--- config.mk ---
export PLATFORM = sky130hd
export DESIGN_NAME = uart_tx_arb_flat
export DESIGN_NICKNAME = d
export VERILOG_FILES = /design/src/rtl/uart_pkg.sv /design/src/rtl/uart_tx_arb_if.sv /design/src/rtl/rr_pick.sv /design/src/rtl/uart_tx_arb.sv /design/src/flat_wrapper.sv
export SDC_FILE = /design/constraint.sdc
export NUM_CORES = 1
export LEC_CHECK = 0
export CORE_ASPECT_RATIO = 0.5
export CORE_MARGIN = 3
export CORE_UTILIZATION = 43
export DETAILED_ROUTE_END_ITERATION = 10
export PLACE_DENSITY_LB_ADDON = 0.3
export SYNTH_ARGS = -nofsm -noshare
export SYNTH_HDL_FRONTEND = slang
export SYNTH_SLANG_ARGS = --single-unit
export TNS_END_PERCENT = 30
--- constraint.sdc ---
create_clock -name clk -period 1.8 [get_ports clk]
set_input_delay 0.18 -clock clk [delete_from_list [all_inputs] [get_ports clk]]
set_output_delay 0.18 -clock clk [all_outputs]
set_load 0.01 [all_outputs]
--- src/rtl/uart_pkg.sv ---
// uart_pkg: shared state encoding and frame constants for the UART transmit arbiter
package uart_pkg;
    typedef enum logic [3:0] {
        IDLE     = 4'b0001,
        ISSUE    = 4'b0010,
        WAITBUSY = 4'b0100,
        WAITDONE = 4'b1000
    } state_t;
    localparam int FRAME_BITS = 10;
    localparam int OVERSAMPLE = 16;
endpackage

--- src/rtl/uart_tx_arb_if.sv ---
// uart_tx_arb_if: requester/transmitter bus of the arbiter; lock exists only with UART_TX_ARB_LOCK_EN
interface uart_tx_arb_if #(parameter int NREQ = 4);
    localparam int W = $clog2(NREQ);
    logic [NREQ-1:0]   req;
    logic [8*NREQ-1:0] chars;
    logic [NREQ-1:0]   ack;
    logic [7:0]        char;
    logic              sendchar;
    logic              busy;
    logic [W-1:0]      owner;
    logic              active;
    logic              drop;
`ifdef UART_TX_ARB_LOCK_EN
    logic [NREQ-1:0]   lock;
`endif
    modport master (
        input  req, chars, busy,
`ifdef UART_TX_ARB_LOCK_EN
        input  lock,
`endif
        output ack, char, sendchar, owner, active, drop
    );
    modport slave (
        output req, chars, busy,
`ifdef UART_TX_ARB_LOCK_EN
        output lock,
`endif
        input  ack, char, sendchar, owner, active, drop
    );
endinterface

--- src/rtl/rr_pick.sv ---
// rr_pick: first set request bit scanning from ptr upward with wrap at NREQ
module rr_pick #(
    parameter int NREQ = 4,
    parameter int W    = $clog2(NREQ)
) (
    input  logic [NREQ-1:0] req,
    input  logic [W-1:0]    ptr,
    output logic            found,
    output logic [W-1:0]    idx
);
    logic [W-1:0] j;
    // scan from the far end back toward ptr so the closest set bit wins
    always_comb begin
        found = |req;
        idx   = '0;
        j     = '0;
        for (int k = NREQ - 1; k >= 0; k--) begin
            j = W'((int'(ptr) + k) % NREQ);
            if (req[j]) idx = j;
        end
    end
endmodule

--- src/rtl/uart_tx_arb.sv ---
// uart_tx_arb: round-robin sharing of one UART byte transmitter; UART_TX_ARB_LOCK_EN adds owner lock
module uart_tx_arb
    import uart_pkg::*;
#(
    parameter int NREQ     = 4,
    parameter int BUSY_TMO = 4
) (
    input logic           clk,
    input logic           reset,
    uart_tx_arb_if.master bus
);
    localparam int W  = $clog2(NREQ);
    localparam int TW = $clog2(BUSY_TMO + 1);

    state_t          state;
    logic [W-1:0]    ptr;
    logic [TW-1:0]   timer;
    logic [NREQ-1:0] cand;
    logic            found;
    logic [W-1:0]    idx;
    logic [W-1:0]    nxt;
    logic            done;
    logic            locked;

    // frame over: busy fell while waiting for it, or it never rose in time
    assign done = !bus.busy && (state == WAITDONE || (state == WAITBUSY && timer <= TW'(1)));
    assign nxt  = (bus.owner == W'(NREQ - 1)) ? '0 : bus.owner + 1'b1;

`ifdef UART_TX_ARB_LOCK_EN
    assign cand = locked ? (bus.req & (NREQ'(1) << bus.owner)) : bus.req;

    // lock is sampled only when a frame ends, so it holds across the next grant
    always_ff @(posedge clk or negedge reset) begin
        if (!reset) locked <= 1'b0;
        else if (done) locked <= bus.lock[bus.owner];
    end
`else
    assign cand   = bus.req;
    assign locked = 1'b0;
`endif

    rr_pick #(.NREQ(NREQ), .W(W)) u_pick (
        .req  (cand),
        .ptr  (ptr),
        .found(found),
        .idx  (idx)
    );

    // grant, strobe, then follow transmitter busy until the frame ends or times out
    always_ff @(posedge clk or negedge reset) begin
        if (!reset) begin
            state        <= IDLE;
            ptr          <= '0;
            timer        <= '0;
            bus.char     <= '0;
            bus.sendchar <= 1'b0;
            bus.ack      <= '0;
            bus.owner    <= '0;
            bus.active   <= 1'b0;
            bus.drop     <= 1'b0;
        end else begin
            bus.sendchar <= 1'b0;
            bus.ack      <= '0;
            bus.drop     <= 1'b0;
            case (state)
                IDLE: if (found && !bus.busy) begin
                    bus.owner    <= idx;
                    bus.char     <= bus.chars[8*idx +: 8];
                    bus.active   <= 1'b1;
                    bus.sendchar <= 1'b1;
                    bus.ack      <= NREQ'(1) << idx;
                    state        <= ISSUE;
                end
                ISSUE: begin
                    ptr   <= locked ? ptr : nxt;
                    timer <= TW'(BUSY_TMO);
                    state <= WAITBUSY;
                end
                WAITBUSY: begin
                    timer      <= timer - 1'b1;
                    bus.drop   <= done;
                    bus.active <= !done;
                    state      <= bus.busy ? WAITDONE : done ? IDLE : WAITBUSY;
                end
                WAITDONE: begin
                    bus.active <= !done;
                    state      <= done ? IDLE : WAITDONE;
                end
                default: begin
                    bus.active <= 1'b0;
                    state      <= IDLE;
                end
            endcase
        end
    end
endmodule

--- src/flat_wrapper.sv ---
// flat-port wrapper written by rule: the top's interface ports become plain ports
module uart_tx_arb_flat import uart_pkg::*;
#(
    parameter int NREQ     = 4,
    parameter int BUSY_TMO = 4
)
  (clk, reset, bus_req, bus_chars, bus_busy, bus_ack, bus_char, bus_sendchar, bus_owner, bus_active, bus_drop);
  uart_tx_arb_if #(.NREQ(NREQ)) bus_i ();
  input logic clk;
  input logic reset;
  input wire logic [$bits(bus_i.req)-1:0] bus_req;
  input wire logic [$bits(bus_i.chars)-1:0] bus_chars;
  input wire logic [$bits(bus_i.busy)-1:0] bus_busy;
  output wire logic [$bits(bus_i.ack)-1:0] bus_ack;
  output wire logic [$bits(bus_i.char)-1:0] bus_char;
  output wire logic [$bits(bus_i.sendchar)-1:0] bus_sendchar;
  output wire logic [$bits(bus_i.owner)-1:0] bus_owner;
  output wire logic [$bits(bus_i.active)-1:0] bus_active;
  output wire logic [$bits(bus_i.drop)-1:0] bus_drop;
  assign bus_i.req = bus_req;
  assign bus_i.chars = bus_chars;
  assign bus_i.busy = bus_busy;
  assign bus_ack = bus_i.ack;
  assign bus_char = bus_i.char;
  assign bus_sendchar = bus_i.sendchar;
  assign bus_owner = bus_i.owner;
  assign bus_active = bus_i.active;
  assign bus_drop = bus_i.drop;
  uart_tx_arb #(.NREQ(NREQ), .BUSY_TMO(BUSY_TMO)) u_core (.clk(clk), .reset(reset), .bus(bus_i));
endmodule
==> metrics.txt, run 1 <==
core area roughly 2800 um2; DP HPWL about 2800 um; first-pass GRT wire length 6072 um; Min-Delay Path Class in -> async; layout cell share with drive strength beyond 1 11.17%; final RePlAce weighted congestion 0.8413; P&R area growth vs syn 51.46%; WP depth 7; Synth area leaders dfrtp_1 44%, mux2i_1 12%, o221ai_1 5.6%, nand2_1 5.3%, nor3_1 2.8%; top cell type's share of synthesized area 44.37%; post-synth cell types 33; worst path bufs/invs 2; crit path capture type register; syn_nets 184; routed vias 1,277; Final setup viols 0; Starting DRT DRC Count 45; number of global-route vias before repair around 1,300; pre-CTS setup slack -220.3 ps; routed length per instance 15.08 um; final non-filler cell total 243; placed cells 239; Via density between 5 and 6; Skew-Pair Late Insertion Delay around 280 ps; Routed WL 3664 um; clk sinks 26; type of origin of the critical path input pin; num rows 13; Final Skew a little over 6 ps; crit-path cells clkdlybuf4s50_1 -> nor2b_1 -> a211o_1 -> a21oi_2 -> buf_12 -> mux2i_1 -> o221ai_2; Reg area 651.9 um2; ant diodes 0; status complete, no violations; first-pass detailed-route iteration total 5; Final Hold Viols 0; Period Utilization, post-route 94.50%; clock root buffer clkbuf_8; Max clock buf depth 2; EDFF count, synth 0; Power Total around 0.0029 W; final worst slack 98.94 ps; Routed Antenna Nets 0; Net count, final about 250; gr usage total 19.91%; leading area contributor after synthesis dfrtp_1; Starting Density 49.54%; Synth Flop Type dfrtp_1; Worst VDD drop roughly 0.00092 V; CP required 1960 ps; full die area ~4000 um2; initial antenna violation count 0; # Post-CTS Setup Buffers 0; syn_area_per_cell 9.930 um2; grt total ovfl 0; critical-path maximum fanout 19; largest net degree at the start of global routing 27; die width 86.99 um; area of the multi-input gates ~700 um2; Worst-path clk slew 90 ps; total CTS buffers 3; CP top delay family buffers and inverters; max cap viols 0; Die Y 46.50 um; drt drc 0; ys async rst share 100.0%; Mapped Cells 142; slowest CP cell clkdlybuf4s50_1; Seq/Total Area, Yosys 46.23%; reg2reg path depth 7; port bufs between 50 and 60; min Tclk post-route around 1700 ps; critical path class in -> reg; Max-slew headroom roughly 76%; Critical Path AT 1860 ps; unrepaired setup endpoints after global routing no; Synth warnings 0; fill cell count roughly 220; TritonCTS clock tree yes; P per Cell Area roughly 1300 nW/um2; Worst-Margin Slew 352.5 ps; fmax approximately 590 MHz; crit-path max cell delay 450 ps; fin. max-slew vios 0; CTS H-tree depth 1; mapped cell area 1410 um2; FF+latch count, synth 26; Top-Level Pins 56; Post-CTS Hold Buffers 0; Lkg Pwr around 0.98 nW
-- flip-flops by register name, summed over array words and instances, names as in the netlist --
name,flops
u_core.bus.sendchar,1
u_core.bus.active,1
u_core.timer,3
u_core.ptr,2
u_core.state,4
u_core.bus.owner,2
u_core.bus.char,8
u_core.bus.drop,1
u_core.bus.ack,4
-- worst register-to-register path, cell delays in order, from the launching register on --
cell	delay, ps
dfstp_2	580
inv_1	90
nor3_1	260
nand2_1	140
inv_2	100
nand2_1	70
buf_4	150
o221ai_1	180
-- synthesized netlist by cell type, types with 2 or more instances --
cell type,number
o21ai_0,7
nor2b_1,2
inv_2,2
and3_1,2
nand2_1,20
clkbuf_1,4
a21oi_1,4
dfrtp_1,25
o21bai_1,2
inv_1,8
mux2i_1,17
a22o_1,2
nor2_1,9
ha_1,3
mux2_2,2
o221ai_1,9
nor3_1,8
-- per-layer routing --
metal	global-route usage [%]	wire [um]
met4	4.348	15
met2	37.56	1917
met3	4.821	150
met1	23.50	1580
met5	0	0
-- worst paths after layout --
path	start	to	slack [ps]
worst max register to register	u_core.state[0]$_DFFE_PN1P_	u_core.bus.char[6]$_DFFE_PN0P_	140
worst min register to register	u_core.bus.char[0]$_DFFE_PN0P_	u_core.bus.char[0]$_DFFE_PN0P_	500
min in group clk	u_core.bus.char[0]$_DFFE_PN0P_	u_core.bus.char[0]$_DFFE_PN0P_	500
worst min-delay path	reset	u_core.bus.char[4]$_DFFE_PN0P_	260
worst max-delay path	bus_req[0]	u_core.bus.char[5]$_DFFE_PN0P_	100
max in group asynchronous	reset	u_core.state[0]$_DFFE_PN1P_	1240
-- layout make-up --
class / count / area share, %
clock buffers: 3 / 1.933
clock inverters: 1 / 1.406
inverters: 10 / 1.757
multi-input cells: 100 / 31.99
flip-flops and latches: 26 / 30.52
well taps: 37 / 2.168
repair buffers: 66 / 30.23
-- repair_timing --
action,4_1_cts,5_1_grt
hold endpoints to repair,0,0
setup endpoints to repair,0,6
resized for setup,0,2
-- placed cells by master, fill, tap and decap left out --
| cell type | count |
|---|---|
| a211o_1 | 1 |
| a21oi_1 | 4 |
| a21oi_2 | 1 |
| a221o_1 | 1 |
| a22o_1 | 2 |
| a22oi_1 | 1 |
| and2_1 | 1 |
| and3_1 | 2 |
| buf_12 | 1 |
| buf_4 | 10 |
| bufinv_16 | 1 |
| clkbuf_8 | 3 |
| clkdlybuf4s50_1 | 55 |
| dfrtp_1 | 25 |
| dfstp_2 | 1 |
| ha_1 | 3 |
| inv_1 | 8 |
| inv_2 | 2 |
| mux2_2 | 2 |
| mux2i_1 | 17 |
| nand2_1 | 19 |
| nand2_2 | 1 |
| nand4_1 | 1 |
| nor2_1 | 9 |
| nor2b_1 | 2 |
| nor3_1 | 8 |
| nor4_1 | 1 |
| nor4b_1 | 1 |
| o211a_1 | 1 |
| o211ai_1 | 1 |
| o21ai_0 | 7 |
| o21bai_1 | 2 |
| o221ai_1 | 8 |
| o221ai_2 | 1 |
| o22ai_1 | 1 |
| or3b_1 | 1 |
| xor2_1 | 1 |
-- report_power, final --
part | switching, W | internal [W] | total [W] | leakage [nW]
Clock | 0.000189 | 0.000298 | 0.000487 | 0.0357
Combinational | 0.000632 | 0.000750 | 0.00138 | 0.618
Sequential | 0.000195 | 0.000807 | 0.00100 | 0.323
Total | 0.00102 | 0.00185 | 0.00287 | 0.977
-- metrics by stage --
stage / instance area [um2] / setup TNS (ps) / utilization (%) / hold WS (ps)
after floorplan: 1410 / 0 / - / -115.6
after global placement: 2056 / -1039 / 72.22 / 471.4
after detailed placement: 2056 / -1648 / 72.22 / 474.4
after CTS: 2127 / 0 / 74.73 / 276.9
after global routing: 2136 / 0 / 75.03 / 303.9
final: 2136 / 0 / 75.03 / 258.8
-- cell families (layout without fill, tap and decap cells) --
logic type / Yosys count / in the layout / synth area share (%)
AND/OR/NAND/NOR: 46 / 46 / 14.91
AO/OA/AOI/OAI: 31 / 31 / 15.97
flip-flops: 26 / 26 / 46.23
multiplexers: 19 / 19 / 13.66
buffers and inverters: 16 / 80 / 5.945
adder cells (fa/ha/maj): 3 / 3 / 2.662
XOR/XNOR: 1 / 1 / 0.6212
(Power assumes the default switching activity.)
==> inputs of run 2 (changes only) <==
==> constraint.sdc (replaced) <==
create_clock -name clk -period 1.8 [get_ports clk]
set_input_delay 0.18 -clock clk [delete_from_list [all_inputs] [get_ports clk]]
set_output_delay 0.18 -clock clk [all_outputs]
set_load 0.1 [all_outputs]
==> run 2 against run 1 <==
Compared with the run above:
- register-to-register slack worse by 110 ps
- wire length up 8.5%
- flip-flop and latch count unchanged
- die area unchanged
- global-route usage about the same
==> metrics.txt, run 2 (synthesized netlist as in run 1, its figures left out) <==
Min-Delay Path Class in -> async; core area 2846 um2; Final Hold Viols 0; most flop-heavy register u_core.bus.char; gr usage total 19.92%; number of global-route vias before repair 1,374; Period Utilization, post-route between 90% and 100%; fin. max-slew vios 0; Net count, final 254; DP HPWL between 2000 and 3000 um; critical-path maximum fanout 9; first-pass detailed-route iteration total 4; Critical Path AT 1920 ps; R2R setup slack 30 ps; TritonCTS clock tree yes; Die Y between 40 and 50 um; routed length per instance 16.03 um; largest net degree at the start of global routing 27; worst path bufs/invs 1; Final Skew 3.905 ps; Worst-path clk slew 90 ps; min Tclk post-route 1772 ps; crit path capture type register; full die area 4044 um2; Via density 5.472; Lkg Pwr 1.051 nW; Reg area 651.9 um2; Max-slew headroom 76.38%; port bufs between 50 and 60; crit-path max cell delay 410 ps; num rows 13; critical path class reg -> reg; Placed Area 2036 um2; Worst VDD drop 0.001079 V; Final Cell Area between 2000 and 2500 um2; max FFs per register 8; P per Cell Area approximately 1800 nW/um2; Routed WL between 3000 and 4000 um; fill cell count 185; first-pass GRT wire length 6134 um; die width 86.99 um; CP top delay family compound AO/OA/AOI/OAI gates; initial antenna violation count 0; largest registers u_core.bus.char: 8 flops, u_core.bus.ack: 4 flops, u_core.state: 4 flops; crit-path cells nor2b_1 -> a211o_1 -> a21oi_4 -> clkbuf_16 -> mux2i_1 -> o221ai_1; WHS about 270 ps; final RePlAce weighted congestion between 0.8 and 0.9; most frequent cells in the layout 37 x clkdlybuf4s50_1, 30 x buf_4, 25 x dfrtp_1; drt drc 0; Routed Antenna Nets 0; CTS H-tree depth 1; Top-Level Pins 56; CP required 1950 ps; Post-CTS Hold Buffers 0; commonest non-fill, non-tap cell in the layout clkdlybuf4s50_1; P&R area growth vs syn 54.75%; fmax 564.3 MHz; status complete, no violations; area of the multi-input gates roughly 700 um2; total CTS buffers 3; Skew-Pair Late Insertion Delay ~270 ps; Worst-Margin Slew around 350 ps; type of origin of the critical path register; Final setup viols 0; clock root buffer clkbuf_8; ant diodes 0; clk sinks 26; slowest CP cell dfrtp_1; layout cell share with drive strength beyond 1 between 20% and 30%; Starting Density 49.54%; grt total ovfl 0; Starting DRT DRC Count 51; Max clock buf depth 2; routed vias 1,357; max cap viols 0
==> run 2: worst paths after layout <==
kind                                                     start                        endpoint  cells past startpoint
max in group asynchronous                                reset     u_core.state[0]$_DFFE_PN1P_                      2
worst max register to register       u_core.ptr[0]$_DFFE_PN0P_  u_core.bus.char[2]$_DFFE_PN0P_                      6
worst min-delay path                                     reset  u_core.bus.char[3]$_DFFE_PN0P_                      2
worst min register to register  u_core.bus.char[7]$_DFFE_PN0P_  u_core.bus.char[7]$_DFFE_PN0P_                      2
worst max-delay path                 u_core.ptr[0]$_DFFE_PN0P_  u_core.bus.char[2]$_DFFE_PN0P_                      6
min in group clk                u_core.bus.char[7]$_DFFE_PN0P_  u_core.bus.char[7]$_DFFE_PN0P_                      2
==> run 2: final cells by class <==
class / instances / area share (%)
repair buffers: 71 / 31.08
well taps: 37 / 2.122
clock inverters: 1 / 1.376
clock buffers: 3 / 1.892
flip-flops and latches: 26 / 29.87
multi-input cells: 100 / 31.94
inverters: 10 / 1.720
==> run 2: metrics by stage <==
| stage | utilization [%] | cells | setup WS [ps] | power, W | setup TNS, ps |
|---|---|---|---|---|---|
| final | 76.66 | 248 | 27.94 | 0.003898 | 0 |
| after global routing | 76.66 | 248 | -46.61 | 0.004074 | -129.5 |
| after CTS | 74.02 | 246 | 42.69 | 0.003765 | 0 |
| after detailed placement | 71.52 | 242 | -249.7 | 0.003269 | -1940 |
| after global placement | 71.52 | 242 | -152.0 | 0.003205 | -1199 |
| after floorplan | - | 142 | 135.7 | 0.002691 | 0 |
==> run 2: repair_timing <==
| action | in CTS | in global routing |
|---|---|---|
| setup endpoints to repair | 0 | 7 |
| gates resized for setup | 0 | 5 |
| setup buffers | 0 | 0 |
==> run 2: report_power, final <==
part | leakage [nW] | switching, W | internal (W)
logic | 0.692 | 0.00162 | 0.000785
clock network | 0.0357 | 0.000191 | 0.000298
registers | 0.323 | 0.000196 | 0.000807
total | 1.05 | 0.00201 | 0.00189
==> run 2: worst reg2reg max path: cells and delay by family (launching register included) <==
kind | cells | cell delay (ps)
buf+inv | 1 | 230
flops | 1 | 410
mux | 1 | 210
simple gates | 1 | 90
compound gates | 3 | 720
==> run 2: routing by layer <==
layer  wire, um  GRT usage [%]  part of all wire, %  up-vias
met5          0              0                    0        -
met4         27          6.832                 0.68        0
met3        158          4.286                  4.0        4
met2       2162          37.86                   54       48
met1       1626          22.78                   41      657
li1           -              -                    -      648
==> inputs of run 3 (changes only) <==
- ABC_AREA: unset -> 1
- CORE_UTILIZATION: 43 -> 46
- SLEW_MARGIN: unset -> 20
==> run 3 against run 2 <==
Compared with the run above:
- the run now ends with negative setup slack left
- critical path depth grew 7
- critical path type unchanged
- wire length grew 10%
- sequential share of layout area down 4.1 points
- first-iteration DRC count rose by 22%
- maximum frequency shrank 2.5%
- synthesized cell count grew 56%
- synthesized area up 18%
- via count is 24% higher
- highest routed layer is now met3
==> metrics.txt, run 3 <==
Post-CTS Hold Buffers 0; Synth warnings 0; Via density 4.918; Starting DRT DRC Count 62; initial antenna violation count 0; Worst-path clk slew around 90 ps; routed length per instance roughly 13 um; clock root buffer clkbuf_8; Top-Level Pins 56; gr usage total ~18%; mapped cell area 1670 um2; Max-slew headroom 77.25%; Final Cell Area 2535 um2; max FFs per register 8; total CTS buffers 3; failing checks negative setup slack; Placed Area 2296 um2; grt total ovfl 0; Synth top cells by count 56 x nand2_1, 38 x inv_1, 30 x nand3_1; final RePlAce weighted congestion 0.9164; met2 wire length ~2300 um; worst path bufs/invs 3; Worst-Margin Slew 341.3 ps; min Tclk post-route 1817 ps; Synth area leaders dfrtp_1 37%, nand2_1 13%, nand3_1 9.0%, inv_1 8.5%, o211ai_2 3.7%; TritonCTS clock tree yes; Seq/Total Area, Yosys 39.03%; M1 WL ~1900 um; layout cell share with drive strength beyond 1 25.85%; routed vias 1,682; fmax 550.2 MHz; P&R area growth vs syn 51.76%; critical-path maximum fanout 10; Die Y 48.61 um; Routed WL 4387 um; Core Util, Final 78.65%; top-count cell post-synth nand2_1; largest net degree at the start of global routing 27; EDFF count, synth 0; Min-Delay Path Class in -> async; unrepaired setup endpoints after global routing yes; uppermost layer routed met3; max cap viols 0; Mapped Cells about 220; type of origin of the critical path register; top cell type's share of synthesized area 37.45%; syn_area_per_cell ~7.5 um2; most frequent cells in the layout 53 x nand2_1, 38 x inv_1, 38 x clkdlybuf4s50_1; Synth Flop Type dfrtp_1; ant diodes 0; number of global-route vias before repair 1,578; die width ~91 um; ys async rst share 100.0%; clk sinks 26; crit path capture type register; DR WL met3 226 um; syn_nets 264; core area 3223 um2; Skew-Pair Late Insertion Delay between 200 and 300 ps; Worst path most repeated cell nand2_4; final worst slack -17.43 ps; FF+latch count, synth 26; first-pass GRT wire length about 6700 um; Period Utilization, post-route 101.0%; critical path class reg -> reg; Starting Density 51.82%; fin. max-slew vios 0; Critical Path AT 1980 ps; port bufs 55; most flop-heavy register u_core.bus.char; Final Skew 7.794 ps; DP HPWL 3066 um; post-synth cell types 29; crit-path max cell delay 430 ps; slowest CP cell dfrtp_2; status complete, but fails checks; first-pass detailed-route iteration total 4; Final setup viols 1; Max clock buf depth 2; largest registers u_core.bus.char: 8 flops, u_core.bus.ack: 4 flops, u_core.state: 4 flops; drt drc 0; crit-path cells buf_12 -> nand2_2 -> nand3_2 -> nand2_2 -> nand3_4 -> nand2_4 -> nand2_4 -> nand2_4 -> buf_4 -> clkbuf_16 -> nand2_1 -> nand3_1 -> nand3_1; full die area 4434 um2; CP top delay family simple AND/OR/NAND/NOR gates; Routed Antenna Nets 0; Net count, final 337; leading area contributor after synthesis dfrtp_1; CP required 1970 ps; commonest non-fill, non-tap cell in the layout nand2_1; num rows 14; Final Hold Viols 0; CTS H-tree depth 1
==> run 3: cell count changes in the layout (fill, tap and decap cells not counted), moves of 6 or more <==
cell      delta
nand2_2      +7
o221ai_1     -9
nand2_4      +6
inv_1       +30
nand2_1     +33
nand3_1     +28
mux2i_1     -16
==> run 3: final timing paths <==
kind / endpoint / from / slack [ps] / cells after the start
max reg2reg: u_core.bus.char[3]$_DFFE_PN0P_ / u_core.ptr[0]$_DFFE_PN0P_ / -20 / 13
max: u_core.bus.char[3]$_DFFE_PN0P_ / u_core.ptr[0]$_DFFE_PN0P_ / -20 / 13
max in group asynchronous: u_core.state[0]$_DFFE_PN1P_ / reset / 1220 / 2
min in group clk: u_core.bus.char[7]$_DFFE_PN0P_ / u_core.bus.char[7]$_DFFE_PN0P_ / 510 / 2
min reg2reg: u_core.bus.char[7]$_DFFE_PN0P_ / u_core.bus.char[7]$_DFFE_PN0P_ / 510 / 2
min: u_core.bus.char[7]$_DFFE_PN0P_ / reset / 280 / 2
==> run 3: metal layers <==
layer	GRT usage, %	up-vias
li1	-	837
met2	32.03	51
met4	2.500	0
met1	22.79	794
met5	0	-
met3	3.870	0
==> run 3: per-stage QoR <==
| stage | TNS (ps) | std cells | hold slack (ps) | worst slack (ps) |
|---|---|---|---|---|
| finish | -17.43 | 342 | 275.1 | -17.43 |
| global route | -486.7 | 342 | 285.5 | -95.66 |
| CTS | 0 | 335 | 280.1 | 2.953 |
| detailed placement | -997.1 | 331 | 484.0 | -133.4 |
| global placement | -369.4 | 331 | 482.1 | -55.63 |
| floorplan | 0 | 222 | -115.6 | 170.7 |
==> run 3: final cells by class <==
class	count	area (um2)
clock buffers	3	41.29
clock inverters	1	30.03
fillers	230	688.2
inverters	42	170.2
multi-input cells	149	867.1
flip-flops and latches	26	653.1
well taps	48	60.06
repair buffers	73	713.2
==> run 3: kinds of logic (layout without fill, tap and decap cells) <==
group | count (synthesis) | count (layout) | synth area share, %
buffers and inverters | 47 | 119 | 12.58
and+or+nand+nor | 128 | 128 | 38.20
DFF | 26 | 26 | 39.03
AOI/OAI and AO/OA | 18 | 18 | 7.939
adders and majority gates | 3 | 3 | 2.247
==> run 3: what timing repair did <==
| action | CTS | global route |
|---|---|---|
| setup buffers | 0 | 5 |
| resized for setup | 0 | 17 |
| endpoints found under the setup margin | 0 | 14 |
Power of run 3 is not shown: default switching activity piles up to over one toggle a cycle in this logic, so the estimate is an artifact.
